--- config.mk ---
export PLATFORM = sky130hd
export DESIGN_NAME = id_stage
export DESIGN_NICKNAME = d
export VERILOG_FILES = /design/src/rtl/id_stage_pkg.sv /design/src/rtl/reg_file.sv /design/src/rtl/id_stage.sv
export SDC_FILE = /design/constraint.sdc
export NUM_CORES = 2
export LEC_CHECK = 0
export BUFFER_PORTS_ARGS = -buffer_cell sky130_fd_sc_hd__buf_2
export CORE_MARGIN = 5
export CORE_UTILIZATION = 64
export CTS_BUF_LIST = sky130_fd_sc_hd__clkbuf_8
export DETAILED_ROUTE_END_ITERATION = 10
export PLACE_DENSITY = 0.82
export SYNTH_ARGS = -nofsm -noshare
export SYNTH_HDL_FRONTEND = slang
export SYNTH_SLANG_ARGS = --single-unit
--- constraint.sdc ---
create_clock -name clk -period 3.58 [get_ports clk]
set_input_delay 0.895 -clock clk [delete_from_list [all_inputs] [get_ports clk]]
set_output_delay 0.895 -clock clk [all_outputs]
set_load 0.1 [all_outputs]
--- src/rtl/id_stage_pkg.sv ---
// ----------------------------------------------------------------------------
// id_stage_pkg
// Definitions shared by the decode stage and the execute stage:
//   - primary opcode and R-type funct codes of the supported instruction set
//   - ALU operation encoding carried on ex_alu_op
//   - ctrl_t, the bundle of control bits produced by the decoder
//   - squash(), which turns a control bundle into a bubble
// ----------------------------------------------------------------------------
package id_stage_pkg;

  // Primary opcodes (inst[31:26])
  localparam logic [5:0] OP_RTYPE = 6'h00;
  localparam logic [5:0] OP_J     = 6'h02;
  localparam logic [5:0] OP_BEQ   = 6'h04;
  localparam logic [5:0] OP_ADDI  = 6'h08;
  localparam logic [5:0] OP_ORI   = 6'h0D;
  localparam logic [5:0] OP_LW    = 6'h23;
  localparam logic [5:0] OP_SW    = 6'h2B;

  // R-type funct codes (inst[5:0])
  localparam logic [5:0] FN_ADD = 6'h20;
  localparam logic [5:0] FN_SUB = 6'h22;
  localparam logic [5:0] FN_AND = 6'h24;
  localparam logic [5:0] FN_OR  = 6'h25;
  localparam logic [5:0] FN_SLT = 6'h2A;

  typedef enum logic [2:0] {
    ALU_ADD = 3'd0,
    ALU_SUB = 3'd1,
    ALU_AND = 3'd2,
    ALU_OR  = 3'd3,
    ALU_SLT = 3'd4
  } alu_op_e;

  typedef struct packed {
    alu_op_e alu_op;
    logic    alu_src;    // 1 = second ALU operand is ex_imm
    logic    mem_read;
    logic    mem_write;
    logic    reg_write;
    logic    branch;
    logic    jump;
    logic    illegal;
  } ctrl_t;

  // A bubble keeps the ALU selection bits but drops every enable, so the
  // execute stage can act on the enables without looking at ex_valid.
  function automatic ctrl_t squash(input ctrl_t c);
    ctrl_t r;
    r           = c;
    r.mem_read  = 1'b0;
    r.mem_write = 1'b0;
    r.reg_write = 1'b0;
    r.branch    = 1'b0;
    r.jump      = 1'b0;
    r.illegal   = 1'b0;
    return r;
  endfunction

endpackage

--- src/rtl/reg_file.sv ---
// ----------------------------------------------------------------------------
// reg_file
// 32 x 32-bit register file with two combinational read ports and one write
// port. r0 always reads zero and ignores writes. A write in the same cycle as
// a read of the same (non-zero) register is bypassed to the read port.
//   clk, rst          clock, synchronous active-high reset (clears all regs)
//   rs_addr/rs_data   read port A
//   rt_addr/rt_data   read port B
//   we/waddr/wdata    write port
// ----------------------------------------------------------------------------
module reg_file (
  input  logic        clk,
  input  logic        rst,
  input  logic [4:0]  rs_addr,
  output logic [31:0] rs_data,
  input  logic [4:0]  rt_addr,
  output logic [31:0] rt_data,
  input  logic        we,
  input  logic [4:0]  waddr,
  input  logic [31:0] wdata
);

  logic [31:0] regs [32];

  // NOTE: this array is cleared by reset because the architecture defines the
  // post-reset register values; memories without that need are left unreset
  // so they can map onto RAM macros.
  // NOTE: state is updated with non-blocking assignments so every register
  // samples the pre-edge values, independent of statement order.
  always_ff @(posedge clk) begin
    if (rst) begin
      for (int i = 0; i < 32; i++) regs[i] <= '0;
    end else if (we && (waddr != 5'd0)) begin
      regs[waddr] <= wdata;
    end
  end

  assign rs_data = (rs_addr == 5'd0)               ? '0    :
                   (we && (waddr == rs_addr))      ? wdata :
                                                     regs[rs_addr];

  assign rt_data = (rt_addr == 5'd0)               ? '0    :
                   (we && (waddr == rt_addr))      ? wdata :
                                                     regs[rt_addr];

endmodule

--- src/rtl/id_stage.sv ---
// ----------------------------------------------------------------------------
// id_stage
// Instruction decode stage: decodes the fetched instruction, reads operands
// from the register file, detects load-use hazards and loads the ID/EX
// pipeline register.
//   clk, rst                        clock, synchronous active-high reset
//   if_valid/if_inst/if_pc          instruction from fetch
//   if_ready                        instruction accepted this cycle (comb.)
//   ex_stall                        execute stage holds the ID/EX register
//   id_flush                        squash the instruction being decoded
//   wb_we/wb_addr/wb_data           register-file write port from writeback
//   ex_*                            ID/EX register contents
// Edge priority: rst > id_flush > ex_stall > load-use hazard > advance.
// ----------------------------------------------------------------------------
module id_stage
  import id_stage_pkg::*;
(
  input  logic        clk,
  input  logic        rst,
  input  logic        if_valid,
  input  logic [31:0] if_inst,
  input  logic [31:0] if_pc,
  output logic        if_ready,
  input  logic        ex_stall,
  input  logic        id_flush,
  input  logic        wb_we,
  input  logic [4:0]  wb_addr,
  input  logic [31:0] wb_data,
  output logic        ex_valid,
  output logic [31:0] ex_pc,
  output logic [31:0] ex_rs_data,
  output logic [31:0] ex_rt_data,
  output logic [31:0] ex_imm,
  output logic [4:0]  ex_dst,
  output logic [2:0]  ex_alu_op,
  output logic        ex_alu_src,
  output logic        ex_mem_read,
  output logic        ex_mem_write,
  output logic        ex_reg_write,
  output logic        ex_branch,
  output logic        ex_jump,
  output logic        ex_illegal
);

  logic [5:0]  opcode;
  logic [5:0]  funct;
  logic [4:0]  rs_addr;
  logic [4:0]  rt_addr;
  logic [4:0]  rd_addr;
  logic [31:0] rs_data;
  logic [31:0] rt_data;

  assign opcode  = if_inst[31:26];
  assign rs_addr = if_inst[25:21];
  assign rt_addr = if_inst[20:16];
  assign rd_addr = if_inst[15:11];
  assign funct   = if_inst[5:0];

  reg_file u_reg_file (
    .clk     (clk),
    .rst     (rst),
    .rs_addr (rs_addr),
    .rs_data (rs_data),
    .rt_addr (rt_addr),
    .rt_data (rt_data),
    .we      (wb_we),
    .waddr   (wb_addr),
    .wdata   (wb_data)
  );

  // --------------------------------------------------------------------------
  // Decoder
  // --------------------------------------------------------------------------
  ctrl_t       dec_ctrl;
  logic [4:0]  dec_dst;
  logic [31:0] dec_imm;
  logic        rt_used;

  // NOTE: every output of this block gets a default before the case so no
  // path leaves a signal unassigned, which would infer a latch.
  always_comb begin
    dec_ctrl = '0;
    dec_dst  = '0;
    dec_imm  = {{16{if_inst[15]}}, if_inst[15:0]};
    rt_used  = 1'b0;

    case (opcode)
      OP_RTYPE: begin
        rt_used            = 1'b1;
        dec_dst            = rd_addr;
        dec_ctrl.reg_write = 1'b1;
        case (funct)
          FN_ADD:  dec_ctrl.alu_op = ALU_ADD;
          FN_SUB:  dec_ctrl.alu_op = ALU_SUB;
          FN_AND:  dec_ctrl.alu_op = ALU_AND;
          FN_OR:   dec_ctrl.alu_op = ALU_OR;
          FN_SLT:  dec_ctrl.alu_op = ALU_SLT;
          default: begin
            dec_ctrl.reg_write = 1'b0;
            dec_ctrl.illegal   = 1'b1;
            dec_dst            = '0;
          end
        endcase
      end
      OP_LW: begin
        dec_dst            = rt_addr;
        dec_ctrl.alu_src   = 1'b1;
        dec_ctrl.mem_read  = 1'b1;
        dec_ctrl.reg_write = 1'b1;
      end
      OP_SW: begin
        rt_used            = 1'b1;
        dec_ctrl.alu_src   = 1'b1;
        dec_ctrl.mem_write = 1'b1;
      end
      OP_BEQ: begin
        rt_used         = 1'b1;
        dec_ctrl.alu_op = ALU_SUB;
        dec_ctrl.branch = 1'b1;
      end
      OP_J: begin
        dec_ctrl.jump = 1'b1;
        dec_imm       = {4'b0, if_inst[25:0], 2'b00};
      end
      OP_ADDI: begin
        dec_dst            = rt_addr;
        dec_ctrl.alu_src   = 1'b1;
        dec_ctrl.reg_write = 1'b1;
      end
      OP_ORI: begin
        dec_dst            = rt_addr;
        dec_ctrl.alu_op    = ALU_OR;
        dec_ctrl.alu_src   = 1'b1;
        dec_ctrl.reg_write = 1'b1;
        dec_imm            = {16'b0, if_inst[15:0]};
      end
      default: dec_ctrl.illegal = 1'b1;
    endcase

    // Writes to r0 are architecturally dead; drop them here so writeback
    // never has to special-case register zero.
    if (dec_dst == 5'd0) dec_ctrl.reg_write = 1'b0;
  end

  // --------------------------------------------------------------------------
  // Load-use hazard and handshake
  // --------------------------------------------------------------------------
  ctrl_t ex_ctrl;
  logic  hz;

  assign hz = ex_valid && ex_ctrl.mem_read && (ex_dst != 5'd0) &&
              ((ex_dst == rs_addr) || (rt_used && (ex_dst == rt_addr)));

  // Flush deliberately does not gate if_ready: fetch is redirecting anyway.
  assign if_ready = !ex_stall && !hz;

  // --------------------------------------------------------------------------
  // ID/EX register
  // --------------------------------------------------------------------------
  always_ff @(posedge clk) begin
    if (rst) begin
      ex_valid   <= 1'b0;
      ex_pc      <= '0;
      ex_rs_data <= '0;
      ex_rt_data <= '0;
      ex_imm     <= '0;
      ex_dst     <= '0;
      ex_ctrl    <= '0;
    end else if (id_flush || (!ex_stall && hz)) begin
      // Bubble: only validity and enables matter, data fields are left as-is.
      ex_valid <= 1'b0;
      ex_ctrl  <= squash(ex_ctrl);
    end else if (!ex_stall) begin
      ex_valid   <= if_valid;
      ex_pc      <= if_pc;
      ex_rs_data <= rs_data;
      ex_rt_data <= rt_data;
      ex_imm     <= dec_imm;
      ex_dst     <= dec_dst;
      ex_ctrl    <= if_valid ? dec_ctrl : squash(dec_ctrl);
    end
  end

  assign ex_alu_op    = ex_ctrl.alu_op;
  assign ex_alu_src   = ex_ctrl.alu_src;
  assign ex_mem_read  = ex_ctrl.mem_read;
  assign ex_mem_write = ex_ctrl.mem_write;
  assign ex_reg_write = ex_ctrl.reg_write;
  assign ex_branch    = ex_ctrl.branch;
  assign ex_jump      = ex_ctrl.jump;
  assign ex_illegal   = ex_ctrl.illegal;

endmodule

==> out/metrics.yaml <==
setup_path:
  worstSetupPathType: "flip-flop to primary output"
  cp.required_ps: 2680
  cpPeakStageDelay_ps: 410
  startpoint: "ex_dst[4]$_SDFFE_PP0P_"
  cp_slowest_cell: "dfxtp_4"
  r2r_start: "ex_dst[4]$_SDFFE_PP0P_"
  cp.arrival_ps: 2630
  crit_family: "simple AND/OR/NAND/NOR gates"
  crit_chain: "or3_4 -> o311a_4 -> nand4b_4 -> and2_4 -> nor2b_4 -> buf_12"
  endpoint_kind: "primary output"
  cp-start-kind: "flip-flop"
  path_buf_inv: 1
  cp_max_fo: 3
finish:
  seq_area_um2: 33580
  final_cell_mix: "edfxtp_1 (1024), and2_1 (994), mux4_2 (535)"
  drive_gt1_share_pct: 33.15
  areaGrowthSynthToFinish_pct: 12.65
  nFillCells: 5721
  mostFrequentLayoutCell: "edfxtp_1"
  nNetsFinal: 4405
  final_area_um2: 67700
  multi_input_area_um2: 25050
  final_util_pct: 72.54
floorplanning:
  fp.dieW_um: 316.4
  fp.coreArea_um2: 93330
  pin_count: 252
  fp.dieH_um: 316.4
  start_util_pct: 64.39
  rows: 112
  die_area_um2: 100100
timing:
  slew_headroom_pct: 32.33
  skew_ps: 51.96
  slew_violations: 0
  rsz0062_at_grt: "no"
  fin_crit_sh_pct: 98.57
  min_period_ps: 3529
  worstMarginPinSlew_ps: 1015
  timing.fmax_mhz: 283.4
  holdWs_ps: 280.6
  setup-violations-final: 0
  hold_violations: 0
  setup_ws_ps: 51.21
placement:
  io_buffers: 251
  placed_area_um2: 63980
  hpwl_mm: 116.1
  post-place-ws_ps: -129.1
  gp_congestion: 0.9045
detailed_routing:
  vias: 40840
  drt_iter0_drc: 6736
  drt-vias-per-instance: 7.143
  wl_mm: 190.2
  antenna_left: 0
  drt_first_pass_iters: 8
  wl_per_cell_um: 33.27
  drc: 0
worst_hold_path:
  hold_class: "input port to flip-flop"
  worstHoldStart: "if_pc[25]"
global_routing:
  grtUsageTotal_pct: 38.05
  grt_pass1_vias: 40970
  grt_overflow: 0
  grt_max_degree: 136
  grt_first_pass_wirelength_mm: 273.6
  antenna_found_initial: 18
power:
  vdd_drop_max_uv: 485.4
  leakage_nw: 24.45
  power_density_nw_per_um2: 470.5
synth:
  synth_cell_types: 59
  ys_ff_latch: 1165
  syn_area_um2: 60090
  synth_top_cell_area_share_pct: 51.17
  syn_avg_cell_area_um2: 14.93
  yosys.area.top_type: "edfxtp_1"
  synth_ff_type: "edfxtp_1"
  async_flop_share_pct: 0
  ys_warn_count: 0
  synth_edf_count: 1024
  syn-instance-count: 4025
  yosys-top-cells-area: "edfxtp_1 (51%), mux4_2 (20%), and2_1 (10%), dfxtp_1 (4.7%), mux2_2 (2.5%)"
  yosysSeqAreaShare_pct: 55.87
clock_network:
  cts_buffer_depth: 3
  cts.reportedPaths.clkPinSlew_ps: 60
  cts_tree: "built"
  hold_buffers: 0
  cts_buffers: 186
  cts_root_buf: "clkbuf_8"
  htree_levels: 4
  clk_latency_ps: 890
  cts_sinks: 1165
outcome:
  status: "finished, final reports clean"
flow_run:
  cap_violations: 0
-- metal layers --
metal | wire [um] | share of wire [%] | up-vias | global-route usage [%]
li1 | - | - | 15990 | -
met1 | 61100 | 32 | 20040 | 48.38
met2 | 84980 | 45 | 3943 | 57.34
met3 | 29860 | 16 | 844 | 12.82
met4 | 14200 | 7.5 | 12 | 23.42
met5 | 89 | 0.047 | - | 0
-- synth_stat cells (3+ instances only) --
cell type and number:
edfxtp_1 1024, and2_1 995, mux4_2 535, clkbuf_1 309
dfxtp_1 141, mux2_2 133, nand2_1 132, nor2_1 86
mux2i_1 85, nor3_1 79, o22ai_1 72, buf_2 61
a221o_1 57, a21oi_1 49, or2_2 32, buf_1 25
a22oi_1 19, buf_6 18, xor2_1 16, a311oi_1 15
buf_4 15, nand3_1 14, a211oi_1 12, nand2b_1 9
nor2b_1 7, nor4_1 7, o31ai_1 7, a221oi_1 6
a211o_1 5, a31oi_1 5, nand3b_1 5, o221ai_1 5
xnor2_1 5, and3_1 3, nand4_1 3, o21ai_0 3
or3_1 3, or4_1 3
-- worst min-delay path: cells and delay by family --
family	cells	cell delay, ps
buffers and inverters	1	100
AO/OA/AOI/OAI	1	50
AND/OR/NAND/NOR	1	40
-- cells by family after synthesis --
| group | after synthesis | synth area share, % |
|---|---|---|
| XOR/XNOR | 21 | 0.3061 |
| flip-flops | 1165 | 55.87 |
| multiplexers | 754 | 23.98 |
| buffers and inverters | 429 | 3.125 |
| AND/OR/NAND/NOR | 1390 | 13.47 |
| AO/OA/AOI/OAI | 265 | 3.250 |
| other | 1 | 0.006240 |
-- registers in the layout (all words and copies together), names as in the netlist --
name,cells
ex_pc,32
ex_alu_src,1
ex_alu_op,3
ex_dst,5
ex_rs_data,32
ex_mem_read,1
ex_valid,1
ex_rt_data,32
ex_branch,1
ex_reg_write,1
ex_illegal,1
u_reg_file.regs,1024
ex_imm,29
ex_jump,1
ex_mem_write,1
-- final timing paths --
path         depth (start not counted)  slack, ps                          end
min                                  3        280       ex_pc[25]$_SDFFE_PP0P_
max                                  6         50                     if_ready
max reg2reg                          7        870  ex_rt_data[15]$_SDFFE_PP0P_
min reg2reg                          2        450       ex_pc[11]$_SDFFE_PP0P_
-- layout make-up --
class	count	share of cell area, %
Antenna cell	14	0.05175
Clock buffer	205	4.168
Clock inverter	134	1.151
Inverter	1	0.005545
Multi-Input combinational cell	2462	37.01
Sequential cell	1165	49.61
Tap cell	1254	2.318
Timing Repair Buffer	482	5.694
-- what timing repair did --
action                                  4_1_cts  5_1_grt
setup buffers                                 2        0
pin swaps                                     4        1
gates resized for setup                      16        1
endpoints found under the setup margin        1        1
gates cloned                                  0        0
-- where the power goes --
group          switching [mW]  internal [mW]
Clock                    5.46           5.78
Combinational            2.80           1.82
Sequential              0.470           15.5
Total                    8.73           23.1
-- stage by stage --
stage	TNS [ps]	power [mW]	std cells
after floorplan	0	19.15	4056
after global placement	-132.9	20.62	5362
after detailed placement	-129.1	20.74	5362
after CTS	0	31.74	5703
after global routing	0	32.70	5706
final	0	31.85	5717
Power figures use the tool's default switching activity.
